**config.mk**
```make
export PLATFORM = sky130hd
export DESIGN_NAME = mmio_uart_tx
export DESIGN_NICKNAME = d
export VERILOG_FILES = /design/src/rtl/mmio_pkg.sv /design/src/rtl/tx_fifo.sv /design/src/rtl/mmio_uart_tx.sv
export SDC_FILE = /design/constraint.sdc
export NUM_CORES = 1
export LEC_CHECK = 0
export CAP_MARGIN = 25
export CORE_MARGIN = 2
export CORE_UTILIZATION = 45
export CTS_BUF_LIST = sky130_fd_sc_hd__clkbuf_8 sky130_fd_sc_hd__clkbuf_16
export CTS_CLUSTER_SIZE = 20
export DETAILED_ROUTE_END_ITERATION = 16
export PLACE_DENSITY = 0.79
export SYNTH_ARGS = -nofsm -noshare
export SYNTH_HDL_FRONTEND = slang
export SYNTH_SLANG_ARGS = --single-unit
```
**constraint.sdc**
```tcl
create_clock -name clk -period 3.1 [get_ports clk]
set_input_delay 0.93 -clock clk [delete_from_list [all_inputs] [get_ports clk]]
set_output_delay 0.93 -clock clk [all_outputs]
set_load 0.01 [all_outputs]
```
**src/rtl/mmio_pkg.sv**
```systemverilog
// Shared definitions for the memory-mapped UART transmitter:
// register offsets (word index a[3:2]), STATUS bit positions and TX FSM states.
package mmio_pkg;

  localparam logic [1:0] REG_TXDATA = 2'd0;
  localparam logic [1:0] REG_STATUS = 2'd1;
  localparam logic [1:0] REG_CTRL   = 2'd2;

  localparam int unsigned ST_FULL      = 0;
  localparam int unsigned ST_EMPTY     = 1;
  localparam int unsigned ST_ACTIVE    = 2;
  localparam int unsigned ST_OVF       = 3;
  localparam int unsigned ST_COUNT_LSB = 4;

  typedef enum logic [1:0] {
    S_IDLE  = 2'd0,
    S_START = 2'd1,
    S_DATA  = 2'd2,
    S_STOP  = 2'd3
  } tx_state_e;

endpackage

```
**src/rtl/tx_fifo.sv**
```systemverilog
// Synchronous FIFO for the UART transmit queue.
// Ports: clk, rst_n (async active-low), push_i/din_i (write side),
//        pop_i/dout_o (read side, dout_o shows the head combinationally),
//        full_o, empty_o, count_o (occupancy, one bit wider than the pointers).
// A push while full is accepted only when a pop happens in the same cycle.
// pop_i must only be asserted while the FIFO is non-empty.
module tx_fifo #(
  parameter int unsigned DEPTH = 4,
  parameter int unsigned WIDTH = 8
) (
  input  logic                     clk,
  input  logic                     rst_n,
  input  logic                     push_i,
  input  logic [WIDTH-1:0]         din_i,
  input  logic                     pop_i,
  output logic [WIDTH-1:0]         dout_o,
  output logic                     full_o,
  output logic                     empty_o,
  output logic [$clog2(DEPTH):0]   count_o
);

  localparam int unsigned AW = $clog2(DEPTH);
  localparam int unsigned CW = AW + 1;

  logic [WIDTH-1:0] mem_q [DEPTH];
  logic [AW-1:0]    wptr_q, rptr_q;
  logic [CW-1:0]    count_q;
  logic             accept;

  assign full_o  = (count_q == CW'(DEPTH));
  assign empty_o = (count_q == '0);
  assign count_o = count_q;
  assign dout_o  = mem_q[rptr_q];
  assign accept  = push_i && (!full_o || pop_i);

  always_ff @(posedge clk or negedge rst_n) begin
    if (!rst_n) begin
      wptr_q  <= '0;
      rptr_q  <= '0;
      count_q <= '0;
    end else begin
      if (accept) wptr_q <= wptr_q + AW'(1);
      if (pop_i)  rptr_q <= rptr_q + AW'(1);
      count_q <= count_q + CW'(accept) - CW'(pop_i);
    end
  end

  always_ff @(posedge clk) begin
    if (accept) mem_q[wptr_q] <= din_i;
  end

endmodule

```
**src/rtl/mmio_uart_tx.sv**
```systemverilog
// Memory-mapped 8N1 UART transmitter on the core data-memory port.
// Ports: clk, reset (async active-low), we/a/wd (core store stream),
//        rd (combinational read data for a), txd (serial out, idle high),
//        busy (queue non-empty or frame in progress).
// Registers (a[3:2] within the 16-byte window): TXDATA push, STATUS,
// CTRL.enable. txd is decoded from registered FSM state so reset forces it
// high immediately.
module mmio_uart_tx
  import mmio_pkg::*;
#(
  parameter logic [31:0] ADDR_BASE    = 32'h0000_0100,
  parameter int unsigned CLKS_PER_BIT = 16,
  parameter int unsigned FIFO_DEPTH   = 4
) (
  input  logic        clk,
  input  logic        reset,
  input  logic        we,
  input  logic [31:0] a,
  input  logic [31:0] wd,
  output logic [31:0] rd,
  output logic        txd,
  output logic        busy
);

  localparam int unsigned BW = $clog2(CLKS_PER_BIT);
  localparam int unsigned CW = $clog2(FIFO_DEPTH) + 1;
  localparam logic [BW-1:0] BAUD_LOAD = BW'(CLKS_PER_BIT - 1);

  tx_state_e     state_q, state_d;
  logic [BW-1:0] baud_q, baud_d;
  logic [2:0]    bit_q, bit_d;
  logic [7:0]    shift_q, shift_d;
  logic          en_q, en_d;
  logic          ovf_q, ovf_d;

  logic          hit, push_req, pop;
  logic [1:0]    sel;
  logic          full, empty;
  logic [7:0]    head;
  logic [CW-1:0] count;
  logic          unused;

  assign hit      = (a[31:4] == ADDR_BASE[31:4]);
  assign sel      = a[3:2];
  assign push_req = we && hit && (sel == REG_TXDATA);
  assign unused   = ^{a[1:0], wd[31:8]};

  tx_fifo #(
    .DEPTH (FIFO_DEPTH),
    .WIDTH (8)
  ) u_fifo (
    .clk     (clk),
    .rst_n   (reset),
    .push_i  (push_req),
    .din_i   (wd[7:0]),
    .pop_i   (pop),
    .dout_o  (head),
    .full_o  (full),
    .empty_o (empty),
    .count_o (count)
  );

  always_comb begin
    state_d = state_q;
    baud_d  = baud_q;
    bit_d   = bit_q;
    shift_d = shift_q;
    pop     = 1'b0;
    unique case (state_q)
      S_IDLE: begin
        if (en_q && !empty) begin
          pop     = 1'b1;
          shift_d = head;
          baud_d  = BAUD_LOAD;
          state_d = S_START;
        end
      end
      S_START: begin
        if (baud_q == '0) begin
          baud_d  = BAUD_LOAD;
          bit_d   = '0;
          state_d = S_DATA;
        end else begin
          baud_d = baud_q - BW'(1);
        end
      end
      S_DATA: begin
        if (baud_q == '0) begin
          baud_d  = BAUD_LOAD;
          shift_d = shift_q >> 1;
          if (bit_q == 3'd7) state_d = S_STOP;
          else               bit_d   = bit_q + 3'd1;
        end else begin
          baud_d = baud_q - BW'(1);
        end
      end
      S_STOP: begin
        if (baud_q == '0) begin
          // Chain straight into the next start bit so frames stay contiguous.
          if (en_q && !empty) begin
            pop     = 1'b1;
            shift_d = head;
            baud_d  = BAUD_LOAD;
            state_d = S_START;
          end else begin
            state_d = S_IDLE;
          end
        end else begin
          baud_d = baud_q - BW'(1);
        end
      end
      default: state_d = S_IDLE;
    endcase
  end

  always_comb begin
    en_d  = en_q;
    ovf_d = ovf_q;
    if (we && hit && (sel == REG_CTRL)) en_d = wd[0];
    if (push_req && full && !pop)
      ovf_d = 1'b1;
    else if (we && hit && (sel == REG_STATUS) && wd[ST_OVF])
      ovf_d = 1'b0;
  end

  always_ff @(posedge clk or negedge reset) begin
    if (!reset) begin
      state_q <= S_IDLE;
      baud_q  <= '0;
      bit_q   <= '0;
      shift_q <= '0;
      en_q    <= 1'b1;
      ovf_q   <= 1'b0;
    end else begin
      state_q <= state_d;
      baud_q  <= baud_d;
      bit_q   <= bit_d;
      shift_q <= shift_d;
      en_q    <= en_d;
      ovf_q   <= ovf_d;
    end
  end

  always_comb begin
    unique case (state_q)
      S_START: txd = 1'b0;
      S_DATA:  txd = shift_q[0];
      default: txd = 1'b1;
    endcase
  end

  assign busy = !empty || (state_q != S_IDLE);

  always_comb begin
    rd = '0;
    if (hit) begin
      unique case (sel)
        REG_STATUS: begin
          rd[ST_FULL]                    = full;
          rd[ST_EMPTY]                   = empty;
          rd[ST_ACTIVE]                  = (state_q != S_IDLE);
          rd[ST_OVF]                     = ovf_q;
          rd[ST_COUNT_LSB+3:ST_COUNT_LSB] = 4'(count);
        end
        REG_CTRL: rd[0] = en_q;
        default:  rd = '0;
      endcase
    end
  end

endmodule

```
Word level (Yosys, flattened, before mapping)
Memory sizes are Yosys's and may differ from the RTL's.
Cells that the tools add are included.
{ "totals": {"n_memories": 1, "output_inout_bits": 34, "in_bits": 67, "ramBits": 32, "wordCells": 86, "regBits": 26} }
{ "mem_list": {"columns": ["memory", "words", "word_bits", "rd", "rd_clocked_by_memory_dff", "write_ports", "line_no", "rtl"], "rows": [
  ["u_fifo.mem_q", 4, 8, 1, 0, 1, "tx_fifo.sv:25", "logic [WIDTH-1:0] mem_q [DEPTH];"]
]} }
{ "op_classes": {"eq_ne": 14, "reduce_logical": 26, "addsub": 6, "mux": 30} }
{ "op_table": {"columns": ["op", "count"], "rows": [
  ["== test 28 x 5 -> 1 bit (second input constant)", 1],
  ["2-to-1 mux 8 bit", 3],
  ["case mux 8 bit (3 select lines)", 1],
  ["2-to-1 mux 4 bit", 3],
  ["inequality test 2 bit (second input constant)", 6],
  ["case mux 4 bit (3 select lines)", 1],
  ["2-to-1 mux 2 bit", 5],
  ["logical AND 1 bit", 9],
  ["2-to-1 mux 3 bit", 3],
  ["case mux 2 bit (4 select lines)", 1],
  ["2-to-1 mux 1 bit", 7],
  ["2-to-1 mux 7 bit", 1],
  ["== test 2 bit (second input constant)", 3],
  ["== test 3 bit (second input constant)", 2],
  ["2-to-1 mux 6 bit", 1],
  ["case mux 1 bit (2 select lines)", 3],
  ["case mux 3 bit (2 select lines)", 1],
  ["nonzero test 2 bit", 3],
  ["AND reduction 5 bit", 1],
  ["adder 2 x 1 -> 2 bit (second input constant)", 2],
  ["== test 2 x 1 -> 1 bit (second input constant)", 2],
  ["zero test 2 bit", 2],
  ["zero test 4 bit", 1],
  ["AND reduction 4 bit", 1],
  ["10 further kinds", 13]
]} }

Longest topological paths before layout
{ "depth": {"word_depth": 10, "ltp_mapped": 12} }

By module
A second synthesis with hierarchy kept.
{ "unflattened": {"cells_unflattened": 246, "area_unflattened_um2": 3057.9} }
{ "by_module_without_submodules": {"columns": ["module", "area_per_inst_um2", "cells_each", "n_inst"], "rows": [
  ["tx_fifo", 1572.8, 77, 1],
  ["mmio_uart_tx", 1485.2, 169, 1]
]} }

Worst setup path after synthesis
Ideal clock, no wire load.
{ "synth_timing": {"path_kind": "input port to flip-flop", "start": "input a[7]", "end": "register u_fifo.count_q[2], in the netlist u_fifo.count_o[2]", "path_slack_ns": -0.096, "required_time_ns": 2.972, "t_arrival_ns": 3.068, "n_path_buf": 0, "setup_time_ns": 0.128, "stages": 8, "path_cell_list": "or4_4 -> or2_4 -> a2111oi_4 -> ha_1 -> inv_1 -> fa_1 -> xnor2_1 -> xnor2_1"} }
{ "synth_between": {"elab_chain_cells": 6} }
{ "synth_lines": {"columns": ["item", "line_no", "rtl"], "rows": [
  ["start: declaration", "mmio_uart_tx.sv:18", "input logic [31:0] a,"],
  ["== test 28 x 5 -> 1 bit", "mmio_uart_tx.sv:43", "assign hit = (a[31:4] == ADDR_BASE[31:4]);"],
  ["logical AND 1 bit (2 in a row)", "mmio_uart_tx.sv:45", "assign push_req = we && hit && (sel == REG_TXDATA);"],
  ["logical AND 1 bit", "tx_fifo.sv:34", "assign accept = push_i && (!full_o || pop_i);"],
  ["adder 3 x 1 -> 3 bit", "tx_fifo.sv:44", "count_q <= count_q + CW'(accept) - CW'(pop_i);"],
  ["subtractor 3 x 1 -> 3 bit", "tx_fifo.sv:44", null],
  ["end signal: assignment", "tx_fifo.sv:44", null],
  ["end: declaration", "tx_fifo.sv:27", "logic [CW-1:0] count_q;"]
]} }
Every way passes these cells.
A chain may end at the register's enable or synchronous reset.

Final worst setup path
{ "layout_timing": {"start": "input a[11]", "end": "output rd[0]"} }
{ "layout_between": {"elab_chain_cells": 2} }
{ "layout_lines": {"columns": ["item", "line_no", "rtl"], "rows": [
  ["== test 28 x 5 -> 1 bit", "mmio_uart_tx.sv:43", null],
  ["2-to-1 mux 7 bit", "mmio_uart_tx.sv:156", "if (hit) begin"],
  ["end: declaration", "mmio_uart_tx.sv:20", "output logic [31:0] rd,"]
]} }
Every way passes these cells.

==> impl_metrics.json <==
{
  "end_kind": "output pin",
  "min_to": "shift_q[0]$_DFFE_PN0P_",
  "clockBufferDepth": 2,
  "seq_area_mm2": 0.00161,
  "initial_core_util": 0.460,
  "min_path_type": "reg2reg",
  "syn-cell-area_mm2": 0.00309,
  "hold_viol_final": 0,
  "vdd_drop_max_uv": 294,
  "io_buffers": 49,
  "skew_ns": 0.00769,
  "final_layout_size_suffix_gt1_frac": 0.302,
  "synthArstFlopShare": 0.448,
  "required_ns": 2.17,
  "setup_viol": 7,
  "multi_input_area_mm2": 0.00140,
  "routedWlPerCell_um": 15.0,
  "setup_ws_ns": -0.117,
  "path_clk_slew_ns": 0.07,
  "synth.ff_latch_count": 58,
  "ys_types": 50,
  "rr_endpoint": "u_fifo.count_o[2]$_DFF_PN0_",
  "grt_max_degree": 27,
  "intPower_w": 0.00139,
  "run_status": "complete, but fails checks",
  "cts_inserted_buffers": 9,
  "core_mm2": 0.00672,
  "die_h_um": 86.9,
  "min_from": "shift_q[0]$_DFFE_PN0P_",
  "switchingPower_w": 0.000355,
  "start_kind": "input port",
  "htree_levels": 3,
  "cts.root.buffer_cell": "clkbuf_8",
  "nNetsFinal": 403,
  "final-max-slew-violation-count": 0,
  "grt_overflow": 0,
  "place_worst_setup_slack_ns": -0.732,
  "min_period_ns": 3.22,
  "final_antenna_net_count": 0,
  "post-route-util": 0.596,
  "clock_latency_ns": 0.33,
  "drc_errors": 0,
  "track_usage": 0.175,
  "crit_fanout": 7,
  "n_antenna_cell": 0,
  "setup-tns-final_ns": -0.777,
  "whs_path_depth": 2,
  "r2r_cells": 11,
  "p_total_w": 0.00175,
  "grt_pass1_wl_um": 10100,
  "die-area_mm2": 0.00755,
  "areaGrowthSynthToFinish_pct": 29.4,
  "pwr-share-seq": 0.467,
  "grt_pass1_vias": 2131,
  "ctsHoldBuffers": 0,
  "reg2reg_slack_ns": 0.23,
  "clock-sinks": 58,
  "p_leak_nw": 1.70,
  "gp_congestion": 0.834,
  "wl_um": 6060,
  "syn_area_per_cell_um2": 12.5,
  "drv_cap": 0,
  "synth_edf_count": 32,
  "n_fill_cell": 528,
  "layout_common_cells": "edfxtp_1 (32), conb_1 (25), dfrtp_1 (25)",
  "firstDrtPassIters": 4,
  "worst_pin_slew_ns": 0.578,
  "ioPinCount": 101,
  "final_common_cell": "edfxtp_1",
  "viasPerCell": 5.21,
  "antenna_found_initial": 0,
  "vias": 2104,
  "yosysWarnings": 0,
  "fin_crit_sh": 1.04,
  "synth_seq_area_share": 0.521,
  "rsz0062_at_grt": "yes",
  "first_iter_violations": 114,
  "fmax_mhz": 311,
  "dp_hpwl_um": 4230,
  "rows": 30,
  "cts_tree": "done",
  "cp.arrival_ns": 2.29,
  "power_frac_comb": 0.049,
  "dieWidth_um": 86.9,
  "p_per_area_mw_per_mm2": 436,
  "p_clk_frac": 0.484,
  "timing.rr.start": "baud_q[0]$_DFF_PN0_",
  "critPathKind": "in2out",
  "slew_headroom": 0.605,
  "ys.flop_type": "edfxtp_1",
  "postSynthCellCount": 247,
  "swShare": 0.204,
  "violations": "setup timing"
}
metrics by stage:
step | std cells | hold slack (ns) | instance area [um2]
2_1_floorplan | 271 | 0.450 | 3180
3_3_place_gp | 381 | 0.462 | 3660
3_5_place_dp | 381 | 0.470 | 3660
4_1_cts | 403 | 0.486 | 3940
5_1_grt | 404 | 0.508 | 4000
6_report | 404 | 0.481 | 4000
timing repair:
action                     CTS  global route
setup endpoints to repair    8             8
gates resized for setup    117            12
setup buffers                6             1
pin swaps                   16             6
cell usage after synthesis (all sizes together) (3+ instances only):
cell type	n	area [um2]
nor2	4	15.0
a21oi	7	35.0
o21ai	13	65.1
and3	7	43.8
dfrtp	25	626
mux2i	7	70.1
edfxtp	32	961
nor3	6	30.0
nand2	17	63.8
inv	14	52.6
nor4	6	37.5
clkbuf	5	18.8
and2	6	42.5
a22o	7	61.3
mux4	8	180
buf	27	196
ha	16	200
mux2	4	48.8
xnor2	3	26.3
power by group through the flow:
| stage | clock, W | combinational (W) | sequential [W] |
|---|---|---|---|
| after floorplan | 0 | 0.0000431 | 0.000831 |
| after global placement | 0 | 0.0000854 | 0.000830 |
| after detailed placement | 0 | 0.0000880 | 0.000830 |
| after CTS | 0.000859 | 0.0000832 | 0.000815 |
| after global routing | 0.000896 | 0.0000954 | 0.000814 |
| final | 0.000845 | 0.0000855 | 0.000815 |
metal layers:
| layer | up-vias | part of all wire | global-route usage | wire [um] |
|---|---|---|---|---|
| li1 | 1013 | - | - | - |
| met1 | 1017 | 0.43 | 0.223 | 2590 |
| met2 | 65 | 0.52 | 0.294 | 3180 |
| met3 | 9 | 0.038 | 0.0389 | 228 |
| met4 | 0 | 0.010 | 0.0653 | 62 |
| met5 | - | 0 | 0 | 0 |
worst max-delay path, cell delays in order:
cell    delay, ns
buf_6        0.09
or4_4        0.55
nor3_4       0.22
buf_6        0.12
buf_6        0.11
and3_4       0.17
buf_6        0.09
cell families (layout without fill, tap and decap cells):
| logic type | after synthesis | in the layout | share of synthesized area |
|---|---|---|---|
| AOI/OAI and AO/OA | 43 | 43 | 0.102 |
| xor gates and xnor gates | 5 | 5 | 0.0142 |
| adders and majority gates | 17 | 17 | 0.0712 |
| buffers and inverters | 46 | 99 | 0.0866 |
| DFF | 58 | 58 | 0.521 |
| muxes | 19 | 19 | 0.0967 |
| other | 1 | 25 | 0.00121 |
| and+or+nand+nor | 58 | 58 | 0.106 |
worst max-delay path by stage:
stage               cells past startpoint  start                          end
finish                                  7  a[11]                        rd[0]
global route                            7  a[11]                        rd[5]
CTS                                     8  a[12]                        rd[0]
detailed placement                      6   a[7]                        rd[0]
global placement                        6   a[7]                        rd[0]
floorplan                               8   a[7]  u_fifo.count_o[2]$_DFF_PN0_
registers in the layout, indices dropped and copies added, names as in the netlist:
name and flops:
u_fifo.mem_q 32, shift_q 8, baud_q 4, bit_q 3
u_fifo.count_o 3, state_q 2, u_fifo.rptr_q 2, u_fifo.wptr_q 2
en_q 1, ovf_q 1
area by class of cell:
| class | count | share of cell area |
|---|---|---|
| flip-flops and latches | 58 | 0.403 |
| multi-input cells | 167 | 0.348 |
| repair buffers | 69 | 0.150 |
| clock buffers | 9 | 0.0309 |
| clock inverters | 7 | 0.0294 |
| well taps | 80 | 0.0250 |
| inverters | 14 | 0.0131 |
(Power assumes the default switching activity.)
